### config.mk
export PLATFORM = sky130hd
export DESIGN_NAME = miso_word_receiver_flat
export DESIGN_NICKNAME = d
export VERILOG_FILES = /design/src/rtl/miso_word_receiver_if.sv /design/src/rtl/miso_word_receiver.sv /design/src/flat_wrapper.sv
export SDC_FILE = /design/constraint.sdc
export NUM_CORES = 1
export LEC_CHECK = 0
export CORE_MARGIN = 1.5
export CORE_UTILIZATION = 50
export CTS_CLUSTER_DIAMETER = 40
export DETAILED_ROUTE_END_ITERATION = 10
export GPL_TIMING_DRIVEN = 0
export PLACE_DENSITY = 0.75
export REMOVE_ABC_BUFFERS = 1
export SLEW_MARGIN = 20
export SYNTH_ARGS = -nofsm -noshare
export SYNTH_HDL_FRONTEND = slang
export SYNTH_SLANG_ARGS = --single-unit
### constraint.sdc
create_clock -name dataclk -period 2 [get_ports dataclk]
set_input_delay 0.2 -clock dataclk [delete_from_list [all_inputs] [get_ports dataclk]]
set_output_delay 0.2 -clock dataclk [all_outputs]
set_load 0.02 [all_outputs]
### src/rtl/miso_word_receiver_if.sv
// miso_word_receiver_if: MISO return-path signals between the SPI frame logic and the word receiver.
interface miso_word_receiver_if #(parameter int DELAY_W = 4);
  logic cs_b;
  logic sclk_strobe;
  logic miso;
  logic [5:0] channel;
  logic [DELAY_W-1:0] delay_cfg;
  logic [15:0] word_out;
  logic [5:0] word_chan;
  logic word_is_aux;
  logic word_valid;
  logic frame_err;
  logic intan_id_ok;
  modport master (
    output cs_b, sclk_strobe, miso, channel, delay_cfg,
    input word_out, word_chan, word_is_aux, word_valid, frame_err, intan_id_ok
  );
  modport slave (
    input cs_b, sclk_strobe, miso, channel, delay_cfg,
    output word_out, word_chan, word_is_aux, word_valid, frame_err, intan_id_ok
  );
endinterface

### src/rtl/miso_word_receiver.sv
// miso_word_receiver: delay-compensated 16-bit MISO deserialiser with two-frame channel re-tagging.
// Define INTAN_CHECK_EN to build the sticky 'INTAN' chip-ID matcher on aux words.
module miso_word_receiver #(
  parameter int MAX_DELAY = 15,
  parameter int DELAY_W = 4
) (
  input logic dataclk,
  input logic reset_n,
  miso_word_receiver_if.slave bus
);
  localparam int IW = MAX_DELAY > 1 ? $clog2(MAX_DELAY + 1) : 1;
  logic cs_q;
  logic [MAX_DELAY-1:0] stb_line, bit_line;
  logic [MAX_DELAY:0] stb_tap, bit_tap;
  logic [IW-1:0] eff;
  logic samp, sbit, frame_start, done, abort;
  logic [3:0] cnt;
  logic [14:0] shreg;
  logic [5:0] tag0, tag1, tag2, wtag;
  logic v0, v1, v2, wtag_v;
  logic [15:0] word_q;
  logic [5:0] chan_q;
  logic aux_q, valid_q, err_q, ok_q;
  // Tap 0 is the live strobe/bit, so a delay of 0 samples in the strobe cycle itself.
  assign stb_tap = {stb_line, bus.sclk_strobe};
  assign bit_tap = {bit_line, bus.miso};
  assign eff = bus.delay_cfg > DELAY_W'(MAX_DELAY) ? IW'(MAX_DELAY) : IW'(bus.delay_cfg);
  assign samp = stb_tap[eff];
  assign sbit = bit_tap[eff];
  assign frame_start = cs_q & ~bus.cs_b;
  assign done = samp & (cnt == 4'd15);
  assign abort = frame_start & ~done & (cnt != 4'd0);
  always_ff @(posedge dataclk or negedge reset_n) begin
    if (!reset_n) begin
      cs_q <= 1'b0;
      stb_line <= '0;
      bit_line <= '0;
      cnt <= 4'd0;
      shreg <= '0;
      {tag0, tag1, tag2, wtag} <= '0;
      {v0, v1, v2, wtag_v} <= '0;
      word_q <= '0;
      chan_q <= '0;
      aux_q <= 1'b0;
      valid_q <= 1'b0;
      err_q <= 1'b0;
    end else begin
      cs_q <= bus.cs_b;
      stb_line <= stb_tap[MAX_DELAY-1:0];
      bit_line <= bit_tap[MAX_DELAY-1:0];
      valid_q <= done & wtag_v;
      err_q <= abort;
      if (frame_start) begin
        {tag2, tag1, tag0} <= {tag1, tag0, bus.channel};
        {v2, v1, v0} <= {v1, v0, 1'b1};
      end
      if (done) begin
        word_q <= {shreg, sbit};
        chan_q <= wtag;
        aux_q <= wtag >= 6'd32 && wtag <= 6'd34;
      end
      if (abort) cnt <= 4'd0;
      else if (samp) begin
        cnt <= cnt + 4'd1;
        shreg <= {shreg[13:0], sbit};
        if (cnt == 4'd0) {wtag, wtag_v} <= {tag2, v2};
      end
    end
  end
`ifdef INTAN_CHECK_EN
  typedef enum logic [2:0] {M_I, M_N, M_T, M_A, M_N2} m_t;
  m_t m_q, m_d;
  logic ok_d;
  logic [7:0] exp_b;
  always_ff @(posedge dataclk or negedge reset_n) begin
    if (!reset_n) begin
      m_q <= M_I;
      ok_q <= 1'b0;
    end else begin
      m_q <= m_d;
      ok_q <= ok_d;
    end
  end
  always_comb begin
    exp_b = m_q == M_I ? "I" : m_q == M_N ? "N" : m_q == M_T ? "T" : m_q == M_A ? "A" : "N";
    m_d = m_q;
    ok_d = ok_q;
    if (valid_q & aux_q) begin
      if (word_q[7:0] == exp_b) begin
        m_d = m_q == M_N2 ? M_I : m_t'(m_q + 3'd1);
        ok_d = ok_q | (m_q == M_N2);
      end else m_d = word_q[7:0] == "I" ? M_N : M_I;
    end
  end
`else
  assign ok_q = 1'b0;
`endif
  assign bus.word_out = word_q;
  assign bus.word_chan = chan_q;
  assign bus.word_is_aux = aux_q;
  assign bus.word_valid = valid_q;
  assign bus.frame_err = err_q;
  assign bus.intan_id_ok = ok_q;
endmodule

### src/flat_wrapper.sv
// flat-port wrapper written by rule: the top's interface ports become plain ports
module miso_word_receiver_flat 
#(
  parameter int MAX_DELAY = 15,
  parameter int DELAY_W = 4
)
  (dataclk, reset_n, bus_cs_b, bus_sclk_strobe, bus_miso, bus_channel, bus_delay_cfg, bus_word_out, bus_word_chan, bus_word_is_aux, bus_word_valid, bus_frame_err, bus_intan_id_ok);
  miso_word_receiver_if #(.DELAY_W(DELAY_W)) bus_i ();
  input logic dataclk;
  input logic reset_n;
  input wire logic [$bits(bus_i.cs_b)-1:0] bus_cs_b;
  input wire logic [$bits(bus_i.sclk_strobe)-1:0] bus_sclk_strobe;
  input wire logic [$bits(bus_i.miso)-1:0] bus_miso;
  input wire logic [$bits(bus_i.channel)-1:0] bus_channel;
  input wire logic [$bits(bus_i.delay_cfg)-1:0] bus_delay_cfg;
  output wire logic [$bits(bus_i.word_out)-1:0] bus_word_out;
  output wire logic [$bits(bus_i.word_chan)-1:0] bus_word_chan;
  output wire logic [$bits(bus_i.word_is_aux)-1:0] bus_word_is_aux;
  output wire logic [$bits(bus_i.word_valid)-1:0] bus_word_valid;
  output wire logic [$bits(bus_i.frame_err)-1:0] bus_frame_err;
  output wire logic [$bits(bus_i.intan_id_ok)-1:0] bus_intan_id_ok;
  assign bus_i.cs_b = bus_cs_b;
  assign bus_i.sclk_strobe = bus_sclk_strobe;
  assign bus_i.miso = bus_miso;
  assign bus_i.channel = bus_channel;
  assign bus_i.delay_cfg = bus_delay_cfg;
  assign bus_word_out = bus_i.word_out;
  assign bus_word_chan = bus_i.word_chan;
  assign bus_word_is_aux = bus_i.word_is_aux;
  assign bus_word_valid = bus_i.word_valid;
  assign bus_frame_err = bus_i.frame_err;
  assign bus_intan_id_ok = bus_i.intan_id_ok;
  miso_word_receiver #(.MAX_DELAY(MAX_DELAY), .DELAY_W(DELAY_W)) u_core (.dataclk(dataclk), .reset_n(reset_n), .bus(bus_i));
endmodule
Word level (Yosys, flattened, before mapping)
Index checks and enable logic that the tools add are counted.
Storage, ports and cells
  register bits after elaboration: 103
  bits in latches: 0
  RAM bits: 0
  memory bits (read-only): 0
  output and inout port bits: 26
  word-level logic and storage cells: 45
  memories: 0
Cells by class
  add/subtract/negate cells: 1
  multipliers: 0
  divide/modulo/power cells: 0
  magnitude comparators: 4
  eq/ne operators: 1
  shift operators: 0
  muxes and demuxes: 7
  bitwise gates (word level): 8
  reduce and logical (&&, ||, !) cells: 6
Operators by type and width (count)
  $mux W4: 3
  $bmux W1 S4: 2
  $ge A6 B6 Y1 const B: 1
  $le A6 B6 Y1 const B: 1
  $and A1 B1 Y1: 5
  $lt A4 B5 Y1 const B: 1
  $add A4 B1 Y4 const B: 1
  $eq A4 B4 Y1 const B: 1
  $gt A4 B4 Y1 const B: 1
  $logic_not A4 Y1: 1
  $reduce_bool A4 Y1: 1
  $not A1 Y1: 3
  $reduce_and A3 Y1: 1
  $mux W1: 2
  $reduce_and A2 Y1: 1
  $reduce_bool A2 Y1: 1
  $logic_and A1 B1 Y1: 1

Depth between registers and ports, before layout
Gate-level depths: netlist of run 1.
  depth in word-level cells: 10
  mapped depth: 8
  mapped depth without buffers: 6

Least setup slack after synthesis of run 1
No wires, ideal clock.
  path kind: input to register
  from: input port bus_delay_cfg[0]
  to: register u_core.shreg[1]
  arrival time: 2.087 ns
  required time: 1.875 ns
  setup slack: -0.212 ns
  stages: 8
  buffers on the path: 3
  cells stage by stage: buf_6 mux4_2 mux2_2 a22o_1 buf_2 o21ai_4 buf_6 mux2_2
Between the ends
  longest elaborated chain between the ends: 10
RTL lines
  start: declaration: RTL line flat_wrapper.sv:15  | input wire logic [$bits(bus_i.delay_cfg)-1:0] bus_delay_cfg;
  $gt A4 B4 Y1: RTL line miso_word_receiver.sv:27  | assign eff = bus.delay_cfg > DELAY_W'(MAX_DELAY) ? IW'(MAX_DELAY) : IW'(bus.delay_cfg);
  $mux W4 *: RTL line miso_word_receiver.sv:27
  $bmux W1 S4 *: RTL line miso_word_receiver.sv:28  | assign samp = stb_tap[eff];
  $mux W1 (not written as such) *: RTL line miso_word_receiver.sv:28
  $and A1 B1 Y1: RTL line miso_word_receiver.sv:31  | assign done = samp & (cnt == 4'd15);
  $not A1 Y1: RTL line miso_word_receiver.sv:32  | assign abort = frame_start & ~done & (cnt != 4'd0);
  $and A1 B1 Y1 (2 in series): RTL line miso_word_receiver.sv:32
  $not A1 Y1 (no line)
  $reduce_and A2 Y1 (no line) *
  end signal: assignment: RTL line miso_word_receiver.sv:65  | shreg <= {shreg[13:0], sbit};
  end: declaration: RTL line miso_word_receiver.sv:18  | logic [14:0] shreg;
Mark *: on every way between the ends. The rest lies on a longest branch, timed or not. The select of a mux whose other input is x is not followed.
A chain may end at the register's enable or synchronous reset.

Final worst setup path of run 1
  from: register u_core.stb_line[11]
  to: register u_core.word_q[7] (netlist: u_core.bus.word_out[7])
Between the ends
  longest elaborated chain between the ends: 3
RTL lines
  start: declaration: RTL line miso_word_receiver.sv:13  | logic [MAX_DELAY-1:0] stb_line, bit_line;
  start signal: assignment: RTL line miso_word_receiver.sv:49  | stb_line <= stb_tap[MAX_DELAY-1:0];
  $bmux W1 S4: RTL line miso_word_receiver.sv:28
  $mux W1 (not written as such): RTL line miso_word_receiver.sv:28
  $and A1 B1 Y1: RTL line miso_word_receiver.sv:31
  end signal: assignment: RTL line miso_word_receiver.sv:58  | word_q <= {shreg, sbit};
  end: declaration: RTL line miso_word_receiver.sv:21  | logic [15:0] word_q;
No other way between the ends. The select of a mux whose other input is x is not followed.

==> results of run 1 <==
-- layout make-up --
| cell class | instances | share of cell area [%] |
|---|---|---|
| Clock buffer | 11 | 2.789 |
| Clock inverter | 4 | 1.009 |
| Inverter | 4 | 0.3187 |
| Multi-Input combinational cell | 106 | 26.72 |
| Sequential cell | 103 | 54.71 |
| Tap cell | 102 | 2.709 |
| Timing Repair Buffer | 51 | 11.74 |
-- layer usage --
layer / part of all wire, % / GRT usage, % / vias to the layer above / wire length [µm]
met1: 48 / 20.34 / 1004 / 2712
met3: 2.1 / 3.266 / 5 / 120
li1: - / - / 881 / -
met4: 1.3 / 7.031 / 0 / 76
met2: 49 / 22.20 / 29 / 2778
met5: 0 / 0 / - / 0
-- flip-flops by register name, indices dropped and copies added (netlist names), 4 cells and up --
signal / count
u_core.bus.word_chan: 6
u_core.bit_line: 15
u_core.bus.word_out: 16
u_core.stb_line: 15
u_core.wtag: 6
u_core.tag0: 6
u_core.tag1: 6
u_core.cnt: 4
u_core.tag2: 6
u_core.shreg: 15
-- cells by family (layout without fill, tap and decap cells) --
family / Yosys count / count (layout) / share of synthesized area (%)
compound gates: 10 / 10 / 2.054
fa+ha+maj: 2 / 2 / 0.6415
buf+inv: 15 / 70 / 2.374
flops: 103 / 103 / 66.09
mux: 76 / 76 / 26.11
other cells: 1 / 1 / 0.09615
simple gates: 17 / 17 / 2.631
-- report_power, final --
group / leakage (nW) / switching (mW) / internal (mW)
Sequential: 1.26 / 0.241 / 2.47
Combinational: 0.721 / 0.339 / 0.523
Clock: 0.0892 / 0.630 / 0.569
Total: 2.07 / 1.21 / 3.56
-- path summary, 6_finish.rpt --
kind                                      endpoint  slack (ns)  cells after the start
max                         u_core.bus.word_out[7]       -0.19                      6
min                        u_core.bus.word_chan[5]        0.30                      2
max reg2reg                 u_core.bus.word_out[7]       -0.19                      6
min reg2reg                    u_core.bit_line[13]        0.38                      0
max in group asynchronous      u_core.stb_line[11]        1.07                      3
min in group dataclk            u_core.bit_line[0]        0.32                      1
-- stage by stage --
stage	setup TNS, ns	worst slack, ns	hold WS, ns
2_1_floorplan	-21.60	-0.5667	-0.09559
3_3_place_gp	-393.25	-2.974	0.3511
3_5_place_dp	-59.94	-1.377	0.1251
4_1_cts	-6.887	-0.1901	0.2941
5_1_grt	-9.141	-0.2216	0.2940
6_report	-7.042	-0.1931	0.3030
-- timing repair --
item | 4_1_cts | 5_1_grt
hold buffers | 1 | 0
gates cloned | 0 | 1
hold endpoints to repair | 37 | 0
endpoints found under the setup margin | 51 | 49
pin swaps | 3 | 1
resized for setup | 10 | 2
setup buffers | 6 | 1
-- layout by cell type (no fill, tap or decap), types with 2 or more instances in the layout --
cell             netlist  final
clkbuf_1               4      2
mux4_2                 8      8
buf_6                  4      2
nor3_1                 3      3
clkbuf_8               0      9
mux2_2                46     44
buf_4                  1      6
dfrtp_1              103    103
mux2i_1                2      2
ha_1                   2      2
buf_16                 0      2
clkinv_2               0      2
clkdlybuf4s50_1        0     36
a21oi_1                3      3
and3_1                 3      3
inv_1                  4      4
nor2b_1                3      2
mux2_4                20     22
==> out/qor.yml, run 1 <==
synth:
  yosysTopAreaCell: "dfrtp_1"
  synth_common_cells: "dfrtp_1 (103), mux2_2 (46), mux2_4 (20)"
  yosysWarnings: 0
  synthTopCellsByArea: "dfrtp_1 (66%), mux2_2 (13%), mux2_4 (7.7%), mux4_2 (4.6%), buf_6 (1.2%)"
  ys.flop_type: "dfrtp_1"
  ys_types: 30
  synthCells: 224
  async_flop_share_pct: 100.0
  avgSynthCellArea_um2: 17.41
  synth_edf_count: 0
  ys_seq_area_share_pct: 66.09
  synth_area_um2: 3900
  synth_most_common_cell: "dfrtp_1"
  netlist.area_leader.share_pct: 66.09
  ys_ff_latch: 103
timing:
  slew_viol_final: 0
  fin_skew_ns: 0.01030
  fin_crit_ns: 2.193
  relSlewSlack_pct: 64.04
  tightest_slew_ns: 0.5374
  hold_viol: 0
  fin_ws_ns: -0.1931
  timing.final.crit_share_pct: 109.7
  grt_setup_unrepaired: "true"
  setup_viol: 49
  fmax_mhz: 456.0
pwr:
  leakage_nw: 2.073
  powerDensity_nw_per_um2: 1012
  total_power_mw: 4.769
  vdd_drop_max_mv: 0.4758
cts:
  cts_sinks: 103
  cts_tree: "built"
  clock_latency_ns: 0.34
  clock-root-buffer: "clkbuf_8"
  ctsHtreeMaxLevel: 3
  clk_pin_slew_ns: 0.09
  cts_buffers: 9
  ctsLongestPathBuffers: 2
placement:
  hpwlAfterDp_mm: 3.773
  placed_cells: 357
  io_buffer_count: 39
  place_congestion: 0.6709
  dpl_cell_area_um2: 4415
setup_path:
  path_cells: "mux4_2 -> mux2_4 -> a22o_4 -> and2_4 -> clkbuf_16 -> mux2_4"
  critPathSlowestCell: "mux4_2"
  path_buf_inv: 1
  cp-start-kind: "register"
  cpPeakStageDelay_ns: 0.47
  critPathLaunch: "u_core.stb_line[11]"
  crit_fanout: 7
  worst_ep_arrival_time_ns: 2.43
  critical_path_class: "register to register"
  critPathCaptureType: "register"
  r2r-start: "u_core.stb_line[11]"
  crit_family: "multiplexers"
  worstPathRequired_ns: 2.23
  critPathMostFrequentCell: "mux2_4"
job:
  cap_violations: 0
drt:
  detail_route.wl_per_cell_um: 14.93
  routed_via_density: 5.037
  drc_errors: 0
  first_pass_iters: 4
  drtIter0Drc: 64
  drtAntennaViolNets: 0
  wirelength_mm: 5.688
  vias: 1919
final_layout:
  diodes: 0
  area_growth_syn_to_layout_pct: 20.79
  nets: 292
  regArea_um2: 2577
  fill_cells: 547
  final_cells: 381
  fin_util_pct: 61.60
  multiInputGateArea_um2: 1259
  drive_gt1_share_pct: 38.35
  design_area_um2: 4711
die:
  num_rows: 32
  core_area_um2: 7647
  start_util_pct: 51.00
  die_w_um: 91.32
  ioPinCount: 41
  dieArea_um2: 8338
  die_h_um: 91.32
global_route:
  grt_antenna_before_repair: 0
  grt_pass1_vias: 1910
  grt_start_max_net_pins: 67
  grt_pass1_wl_mm: 9.280
  grt-ovfl-total: 0
  track_usage_pct: 14.72
outcome:
  violations: "setup timing"
  status: "finished, violations left"
hold_path:
  min_path_type: "input port to asynchronous set/reset pin"
Power figures use the tool's default switching activity.
==> run 2: changes to the inputs <==
CORE_UTILIZATION = 52   (was 50)
CTS_BUF_LIST = sky130_fd_sc_hd__clkbuf_4 sky130_fd_sc_hd__clkbuf_8   (was not set)
PLACE_DENSITY = 0.77   (was 0.75)
==> run 2 against run 1 <==
  * The flow still finishes with violations (setup timing)
  * Sequential power about the same
  * Via count up 4.7%
  * Sequential share of layout area shrank 1.4 points
  * Global-route usage is 3.3 points higher
  * Wire length increased by 14%
  * First-iteration DRC count is 59% higher
  * Combinational power grew 22%
  * Register-to-register slack gained 0.05 ns
  * Critical endpoint is now u_core.bus.word_chan[0]
  * Largest cell class unchanged
  * Largest power group unchanged
  * Highest routed layer unchanged
==> out/qor.yml, run 2 (same netlist as run 1, synthesis figures left out) <==
setup_path:
  critPathMostFrequentCell: "mux2_4"  # unchanged
  critical_path_class: "register to register"  # unchanged
  critPathLaunch: "u_core.stb_line[11]"  # unchanged
  worstPathRequired_ns: 2.25  # was 2.23 ns
  r2r_slack_ns: -0.15  # was -0.19 ns
  path_cells: "mux4_2 -> mux2_4 -> a22o_4 -> and2_4 -> mux2_4"  # was mux4_2 -> mux2_4 -> a22o_4 -> and2_4 -> clkbuf_16 -> mux2_4
  r2r-end: "u_core.bus.word_chan[0]"  # was u_core.bus.word_out[7]
  r2r_cells: 5  # was 6
  critPathSlowestCell: "mux4_2"  # unchanged
  r2r-start: "u_core.stb_line[11]"  # unchanged
  worst_ep_arrival_time_ns: 2.39  # was 2.43 ns
  critPathCaptureType: "register"  # unchanged
  crit_fanout: 7  # unchanged
  cpPeakStageDelay_ns: 0.47  # about the same
  cp-start-kind: "register"  # unchanged
drt:
  vias: 2009  # was 1919
  drtIter0Drc: 102  # was 64
  routed_via_density: 5.287  # was 5.037
  detail_route.wl_per_cell_um: 17.01  # was 14.93 µm
  first_pass_iters: 5  # was 4
  drtAntennaViolNets: 0  # unchanged
  drc_errors: 0  # unchanged
  wirelength_mm: 6.462  # was 5.688 mm
cts:
  ctsHtreeMaxLevel: 3  # unchanged
  cts_buffers: 9  # unchanged
  clk_pin_slew_ns: 0.10  # was 0.09 ns
  clock_latency_ns: 0.36  # was 0.34 ns
  cts_tree: "built"  # unchanged
  cts_sinks: 103  # unchanged
  ctsLongestPathBuffers: 2  # unchanged
  clock-root-buffer: "clkbuf_8"  # unchanged
die:
  die_w_um: 89.60  # was 91.32 µm
  core_area_um2: 7253  # was 7647 µm²
  dieArea_um2: 8028  # was 8338 µm²
  die_h_um: 89.60  # was 91.32 µm
  start_util_pct: 53.77  # was 51.00%
  num_rows: 31  # was 32
  ioPinCount: 41  # unchanged
outcome:
  violations: "setup timing"  # unchanged
  status: "finished, violations left"  # unchanged
final_layout:
  drive_gt1_share_pct: 40.57  # was 38.35%
  design_area_um2: 4836  # was 4711 µm²
  mostFrequentLayoutCells: "dfrtp_1 (103), clkdlybuf4s50_1 (37), mux2_4 (36), mux2_2 (30), clkbuf_8 (11)"  # was dfrtp_1 (103), mux2_2 (44), clkdlybuf4s50_1 (36), mux2_4 (22), clkbuf_8 (9)
  regArea_um2: 2577  # unchanged
  layout_commonest_cell: "dfrtp_1"  # unchanged
  diodes: 0  # unchanged
  nets: 293  # was 292
  multiInputGateArea_um2: 1400  # was 1259 µm²
  fill_cells: 531  # was 547
  largest_register_ffs: 16  # unchanged
  fin_util_pct: 66.67  # was 61.60%
  area_growth_syn_to_layout_pct: 24.00  # was 20.79%
placement:
  dpl_cell_area_um2: 4384  # was 4415 µm²
  hpwlAfterDp_mm: 3.533  # was 3.773 mm
  io_buffer_count: 39  # unchanged
  place_congestion: 0.6795  # was 0.6709
timing:
  hold_viol: 0  # unchanged
  grt_setup_unrepaired: "true"  # unchanged
  fin_skew_ns: 0.01133  # was 0.01030 ns
  fin_setup_tns_ns: -5.088  # was -7.042 ns
  relSlewSlack_pct: 63.24  # was 64.04%
  fin_crit_ns: 2.146  # was 2.193 ns
  setup_viol: 48  # was 49
  slew_viol_final: 0  # unchanged
  fin_ws_ns: -0.1463  # was -0.1931 ns
  hold-worst-slack_ns: 0.2454  # was 0.3030 ns
  fmax_mhz: 465.9  # was 456.0 MHz
  tightest_slew_ns: 0.5515  # was 0.5374 ns
  timing.final.crit_share_pct: 107.3  # was 109.7%
global_route:
  grt_pass1_wl_mm: 10.52  # was 9.280 mm
  grt-ovfl-total: 0  # unchanged
  grt_antenna_before_repair: 0  # unchanged
  track_usage_pct: 18.07  # was 14.72%
  grt_pass1_vias: 2071  # was 1910
  grt_start_max_net_pins: 81  # was 67
pwr:
  p_int_mw: 3.902  # was 3.560 mW
  p_clk_share_pct: 28.2  # was 25.1%
  powerDensity_nw_per_um2: 1092  # was 1012 nW/µm²
  switching_power_mw: 1.377  # was 1.209 mW
  seq_power_share_pct: 51.9  # was 56.8%
  sw_frac_of_total_pct: 26.09  # was 25.36%
  vdd_drop_max_mv: 0.4591  # was 0.4758 mV
  combPwrFrac_pct: 19.9  # was 18.1%
  leakage_nw: 2.164  # was 2.073 nW
hold_path:
  min_path_type: "input port to asynchronous set/reset pin"  # unchanged
job:
  cap_violations: 0  # unchanged
-- run 2: power by group through the flow --
stage | combinational, mW | sequential [mW] | clock [mW]
after detailed placement | 0.820 | 2.75 | 0
after global placement | 0.779 | 2.73 | 0
final | 1.05 | 2.74 | 1.49
after global routing | 1.15 | 2.79 | 1.61
after floorplan | 0.592 | 2.69 | 0
after CTS | 0.996 | 2.72 | 1.53
-- run 2: area by class of cell --
cell class / instances / area share, %
timing repair buffer: 46 / 9.909
sequential: 103 / 53.30
clock inverter: 5 / 1.837
multi-input combinational: 112 / 28.95
inverter: 4 / 0.3105
tap: 99 / 2.561
clock buffer: 11 / 3.131
-- run 2: per-layer routing --
metal	global-route usage, %	part of all wire, %	vias to the layer above
met5	0	0	-
met4	8.392	2.4	0
met3	4.479	3.5	14
met2	26.59	47	41
met1	25.56	47	1044
li1	-	-	910
-- run 2: worst max path at each step --
stage	endpoint	depth (start not counted)	slack (ns)
final	u_core.bus.word_chan[0]	5	-0.15
after global routing	u_core.bus.word_chan[0]	5	-0.18
after CTS	u_core.bus.word_out[11]	5	-0.11
after detailed placement	u_core.bus.word_out[6]	6	-1.39
after global placement	u_core.bit_line[5]	1	-3.00
after floorplan	u_core.shreg[0]	4	-0.57
-- run 2: timing repair --
item                       CTS  global route
pin swaps                    2             2
hold buffers                 1             0
setup buffers                3             1
gates resized for setup     27             7
hold endpoints to repair    23             0
gates cloned                 6             0
setup endpoints to repair   51            49
-- run 2: worst max-delay path, delay by kind of cell (launching register included) --
family | cells | cell delay [ns]
AOI/OAI and AO/OA | 1 | 0.33
DFF | 1 | 0.41
muxes | 3 | 1.08
and+or+nand+nor | 1 | 0.21
-- run 2: per-stage QoR --
step           cells  setup WS [ns]  power [mW]
4_1_cts          379        -0.1110       5.246
6_report         380        -0.1463       5.279
3_5_place_dp     353         -1.389       3.572
2_1_floorplan    213        -0.5667       3.284
3_3_place_gp     351         -2.996       3.510
5_1_grt          380        -0.1750       5.552
